### config.mk
export PLATFORM = sky130hd
export DESIGN_NAME = loadable_counter
export DESIGN_NICKNAME = d
export VERILOG_FILES = /design/src/rtl/loadable_counter_pkg.sv /design/src/rtl/loadable_counter_next.sv /design/src/rtl/loadable_counter.sv
export SDC_FILE = /design/constraint.sdc
export NUM_CORES = 1
export LEC_CHECK = 0
export BUFFER_PORTS_ARGS = -buffer_cell sky130_fd_sc_hd__clkbuf_2
export CORE_AREA = 2 2 39 41
export DETAILED_ROUTE_END_ITERATION = 8
export DIE_AREA = 0 0 41 43
export HOLD_SLACK_MARGIN = 0.05
export SLEW_MARGIN = 10
export SYNTH_ARGS = -nofsm -noshare
export SYNTH_HDL_FRONTEND = slang
export SYNTH_SLANG_ARGS = --single-unit
### constraint.sdc
create_clock -name clk -period 1.8 [get_ports clk]
set_clock_uncertainty 0.1 [all_clocks]
set_input_delay 0.18 -clock clk [delete_from_list [all_inputs] [get_ports clk]]
set_output_delay 0.18 -clock clk [all_outputs]
set_load 0.01 [all_outputs]
### src/rtl/loadable_counter_pkg.sv
// rtl/loadable_counter_pkg.sv - shared constants for the loadable up/down counter
package loadable_counter_pkg;

  localparam logic DIR_UP   = 1'b1;
  localparam logic DIR_DOWN = 1'b0;

  localparam int DEFAULT_WIDTH = 4;

endpackage : loadable_counter_pkg

### src/rtl/loadable_counter_next.sv
// rtl/loadable_counter_next.sv - combinational next-count step; LOADABLE_COUNTER_SAT_EN selects saturate instead of wrap
module loadable_counter_next
  import loadable_counter_pkg::*;
#(
  parameter int WIDTH = DEFAULT_WIDTH
) (
  input  logic [0:WIDTH-1] count,
  input  logic             opnd,
  output logic [0:WIDTH-1] next_count
);

  localparam logic [0:WIDTH-1] ALL_ONES  = '1;
  localparam logic [0:WIDTH-1] ALL_ZEROS = '0;
  localparam logic [0:WIDTH-1] ONE       = WIDTH'(1);

  logic [0:WIDTH-1] count_inc;
  logic [0:WIDTH-1] count_dec;

  // Index 0 is the MSB, so the vector's numeric value is the ordinary unsigned count.
  assign count_inc = count + ONE;
  assign count_dec = count - ONE;

  always_comb begin
    next_count = count;
`ifdef LOADABLE_COUNTER_SAT_EN
    if (opnd == DIR_UP) begin
      next_count = (count == ALL_ONES) ? ALL_ONES : count_inc;
    end else begin
      next_count = (count == ALL_ZEROS) ? ALL_ZEROS : count_dec;
    end
`else
    if (opnd == DIR_UP) begin
      next_count = count_inc;
    end else begin
      next_count = count_dec;
    end
`endif
  end

endmodule : loadable_counter_next

### src/rtl/loadable_counter.sv
// rtl/loadable_counter.sv - up/down counter preloaded from load while rst is high; LOADABLE_COUNTER_SAT_EN saturates
module loadable_counter
  import loadable_counter_pkg::*;
#(
  parameter int WIDTH = DEFAULT_WIDTH
) (
  input  logic             clk,
  input  logic             rst,
  input  logic [0:WIDTH-1] load,
  input  logic             opnd,
  output logic [0:WIDTH-1] count
);

  logic [0:WIDTH-1] next_count;
  logic [0:WIDTH-1] count_d;

  loadable_counter_next #(
    .WIDTH (WIDTH)
  ) u_next (
    .count      (count),
    .opnd       (opnd),
    .next_count (next_count)
  );

  // rst doubles as the load strobe, so there is no fixed reset constant.
  always_comb begin
    count_d = next_count;
    if (rst) begin
      count_d = load;
    end
  end

  always_ff @(posedge clk) begin
    count <= count_d;
  end

endmodule : loadable_counter

; ---- Yosys cells after proc, flatten, opt, wreduce, memory -nomap -nowiden
; Index checks and enable logic that the tools add are counted.
; W data, S select, Z words.
[op_classes]
add_sub_neg = 2
muxes = 2
[ops]
columns = op, n
row1 = $mux W4, 2
row2 = $add A4 B1 Y4 const B, 1
row3 = $sub A4 B1 Y4 const B, 1
[totals]
regBits = 4
input_bits = 7
out_inout_bits = 4
word_cells = 5

; ---- Depth between registers and ports, before layout
[depth]
depth_word = 3
ltp_mapped = 5
mapped_depth_nobuf = 5

; ---- Hierarchy
; Synthesis repeated with hierarchy kept, for this count alone.
[unflattened]
cells_unflattened = 18
area_unflattened_um2 = 220.2
[modules_own_cells]
columns = module, instances, cells_per_inst, area_per_inst_um2, seq_area_each_um2
row1 = loadable_counter, 1, 8, 125.1, 80.1
row2 = loadable_counter_next, 1, 10, 95.1, 0.0

; ---- Least setup slack after synthesis
; Ideal clock, no wire load.
[synth_timing]
kind = reg-to-reg
start = register count[3] (netlist bit)
end = register count[2] (netlist bit)
setup_time_ps = 121
t_arrival_ps = 1086
t_required_ps = 1579
setup_slack_ps = 493
path_stages_with_launch = 3
n_path_buf = 0
synth_period_minus_slack_ps = 1307
cell_sequence = dfxtp_1 fa_1 mux2_2
[synth_between]
elab_chain_len = 3
elab_cells_between_ends = 4
classes_between = add/sub: 2 / mux: 2
[synth_lines]
columns = element, line_no
row1 = start: declaration, loadable_counter.sv:11  ; output logic [0:WIDTH-1] count
row2 = start signal: assignment, loadable_counter.sv:34  ; count <= count_d;
row3 = $sub A4 B1 Y4 or $add A4 B1 Y4 (tied branches), "loadable_counter_next.sv:21, loadable_counter_next.sv:20"
row4 = $mux W4 *, loadable_counter_next.sv:32  ; if (opnd == DIR_UP) begin
row5 = $mux W4 *, loadable_counter.sv:28  ; if (rst) begin
row6 = "net count_d, one bit", loadable_counter.sv:15  ; logic [0:WIDTH-1] count_d;
; The timed path passes the listed nets; every way through them passes the cells marked *.

; ---- Final worst setup path
[layout_timing]
start = register count[1] (netlist bit)
end = register count[0] (netlist bit)
; The elaborated chain is that of the path after synthesis.

==> summary.md <==
| Metric | Value |
|---|---|
| Net Sw Frac | `29.5%` |
| Largest regs | `count (4)` |
| CP Class | `register to register` |
| Synth unique cells | `14` |
| Vias in the first global route | `194` |
| Core ar. | `1380 µm²` |
| Pint | `0.240 mW` |
| Layout area overhead | `52.6%` |
| CTS clk-pin slew, worst paths | `0.04 ns` |
| Worst reg2reg startpoint | `count[1]$_DFF_P_` |
| Yosys warnings | `0` |
| Fin. max-slew vios | `0` |
| Synth Area per Inst | `10.2 µm²` |
| Crit path capture type | `register` |
| Largest net degree at the start of global routing | `9` |
| Total wire length | `415 µm` |
| Arr. time, crit path | `1.38 ns` |
| Residual DRC count | `0` |
| Critical Path RT | `1.84 ns` |
| MaxCap Viol Count | `0` |
| Worst r2r dst | `count[0]$_DFF_P_` |
| Via count | `205` |
| Max VDD drop | `0.339 mV` |
| Slew margin rel. | `86.6%` |
| Hold endpoint | `count[2]$_DFF_P_` |
| Final setup TNS | `0 ns` |
| Horiz. Die Dim | `41 µm` |
| Boundary pin count | `11` |
| Comb pwr share | `31.6%` |
| Hold Fails Final Rpt | `0` |
| Worst-Margin Slew | `0.200 ns` |
| Global router's overall resource usage | `7.33%` |
| Synthesized area | `214 µm²` |
| CTS Buf Count | `3` |
| Reg-to-reg slack, setup | `0.46 ns` |
| Net switching power | `0.100 mW` |
| RSZ-0062 raised after global routing | `no` |
| Worst skew pair latency | `0.23 ns` |
| CTS tree | `done` |
| Pre-CTS WS | `0.366 ns` |
| Hold depth | `2` |
| Port bufs | `10` |
| Pwr Density | `1040 nW/µm²` |
| Placed cell areas | `284 µm²` |
| H-tree levels | `1` |
| Worst hold path startpoint | `load[2]` |
| Final WS setup | `0.460 ns` |
| DR WL/cell | `7.98 µm` |
| Post-route clock period utilization | `74.4%` |
| RePlAce Congestion | `0.604` |
| Sequential Power Share | `36.3%` |
| Reg2Reg Depth | `4` |
| Clock share of power | `32.1%` |
| CTS Sinks | `4` |
| Setup crit start kind | `register` |
| Critical path peak fanout | `3` |
| Starting DRT DRC Count | `1` |
| Initial core utilization | `15.5%` |
| First drt pass iteration count | `2` |
| Nets | `48` |
| Most flops, register | `count` |
| Syn Nets | `31` |
| Cells after synthesis | `21` |
| Initial antenna violation count | `0` |
| Die Ht | `43 µm` |
| Status | `finished, final reports clean` |
| Final core utilization | `23.6%` |
| Seq/Total Area, Yosys | `37.4%` |
| Final Setup Violations | `0` |
| Leakage power | `0.152 nW` |
| Area of the die | `1760 µm²` |
| Hold Path Class | `input port to register` |
| Design area | `327 µm²` |
| Share of cells above drive strength 1 | `38.9%` |
| CTS max path bufs | `2` |
| Largest register FFs | `4` |
| Pwr Total | `0.340 mW` |
| First-pass GRT wire length | `765 µm` |
| Number of nets still failing antenna checks after routing | `0` |
| Clk root buf | `clkbuf_4` |
| Synth Register Bits | `4` |
| Site Rows | `14` |
| CTS resizes | `0` |
| Min Tclk post-route | `1.34 ns` |
| Achievable Freq | `0.746 GHz` |
| Ant diodes | `0` |
| Routed vias/inst | `3.94` |
| GRT overflow | `0` |
## power groups by stage
stage | registers [mW] | clock network, mW | logic [mW]
5_1_grt | 0.126 | 0.128 | 0.124
4_1_cts | 0.124 | 0.117 | 0.109
3_5_place_dp | 0.126 | 0 | 0.105
6_report | 0.123 | 0.109 | 0.107
3_3_place_gp | 0.125 | 0 | 0.103
2_1_floorplan | 0.133 | 0 | 0.0584
## metal layers
layer | global-route usage (%) | vias to the layer above | routed length [µm]
li1 | - | 105 | -
met1 | 8.04 | 87 | 180
met2 | 7.50 | 13 | 170
met3 | 7.85 | 0 | 64
met4 | 6.00 | 0 | 0
met5 | 0 | - | 0
## layout by cell type, fill, tap and decap left out, types with 2 or more instances in the layout
cell and instances:
ha_1 2, o21ai_0 2, dfxtp_1 4, dlygate4sd3_1 2
clkbuf_4 3, nand2_1 2, nor2b_1 2, clkbuf_2 10
## area by class of cell
cell class	instances	area, µm²
Clock buffer	3	22.5
Tap cell	16	20.0
Timing Repair Buffer	12	70.1
Sequential cell	4	80.1
Fill cell	157	1060
Multi-Input combinational cell	16	130
Inverter	1	3.75
## how the worst max path moves through the flow
stage	slack [ns]	endpoint	from
5_1_grt	0.30	count[0]$_DFF_P_	count[1]$_DFF_P_
2_1_floorplan	0.49	count[2]$_DFF_P_	count[3]$_DFF_P_
3_5_place_dp	0.37	count[0]$_DFF_P_	opnd
6_report	0.46	count[0]$_DFF_P_	count[1]$_DFF_P_
4_1_cts	0.46	count[0]$_DFF_P_	count[1]$_DFF_P_
3_3_place_gp	0.39	count[0]$_DFF_P_	opnd
## worst max-delay path: stages, from the launching register on
cell and delay, ns:
dfxtp_1 0.30, ha_1 0.31, a21oi_1 0.21, a211oi_1 0.10, a311oi_1 0.23
## synthesized netlist by cell type, drive strengths merged
cell    instances  area share [%]
dfxtp           4              37
ha              2              12
nand2           2             3.5
nor2b           2             5.8
o21ai           2             4.7
a211oi          1             3.5
a21oi           1             2.3
a311oi          1             4.1
fa              1             9.4
inv             1             1.8
mux2            1             5.3
nand3           1             2.3
xnor2           1             4.1
xor2            1             4.1
## stage by stage
stage,hold WS (ns),instances
after detailed placement,0.284,47
after global routing,0.0651,52
after floorplan,0.189,21
final,0.0805,52
after global placement,0.276,47
after CTS,0.0690,52
## kinds of logic (layout without fill, tap and decap cells)
kind of cell	count (synthesis)	in the layout	synth area share [%]
buffers and inverters	1	16	1.75
adder cells (fa/ha/maj)	3	3	21.1
flip-flops	4	4	37.4
XOR/XNOR	2	2	8.19
AO/OA/AOI/OAI	5	5	14.6
multiplexers	1	1	5.26
AND/OR/NAND/NOR	5	5	11.7
## repair_timing
| action | CTS | global route |
|---|---|---|
| hold endpoints to repair | 2 | 0 |
| endpoints found under the setup margin | 0 | 0 |
| hold buffers | 2 | 0 |
| buffers inserted | 0 | 0 |
(Power assumes the default switching activity.)
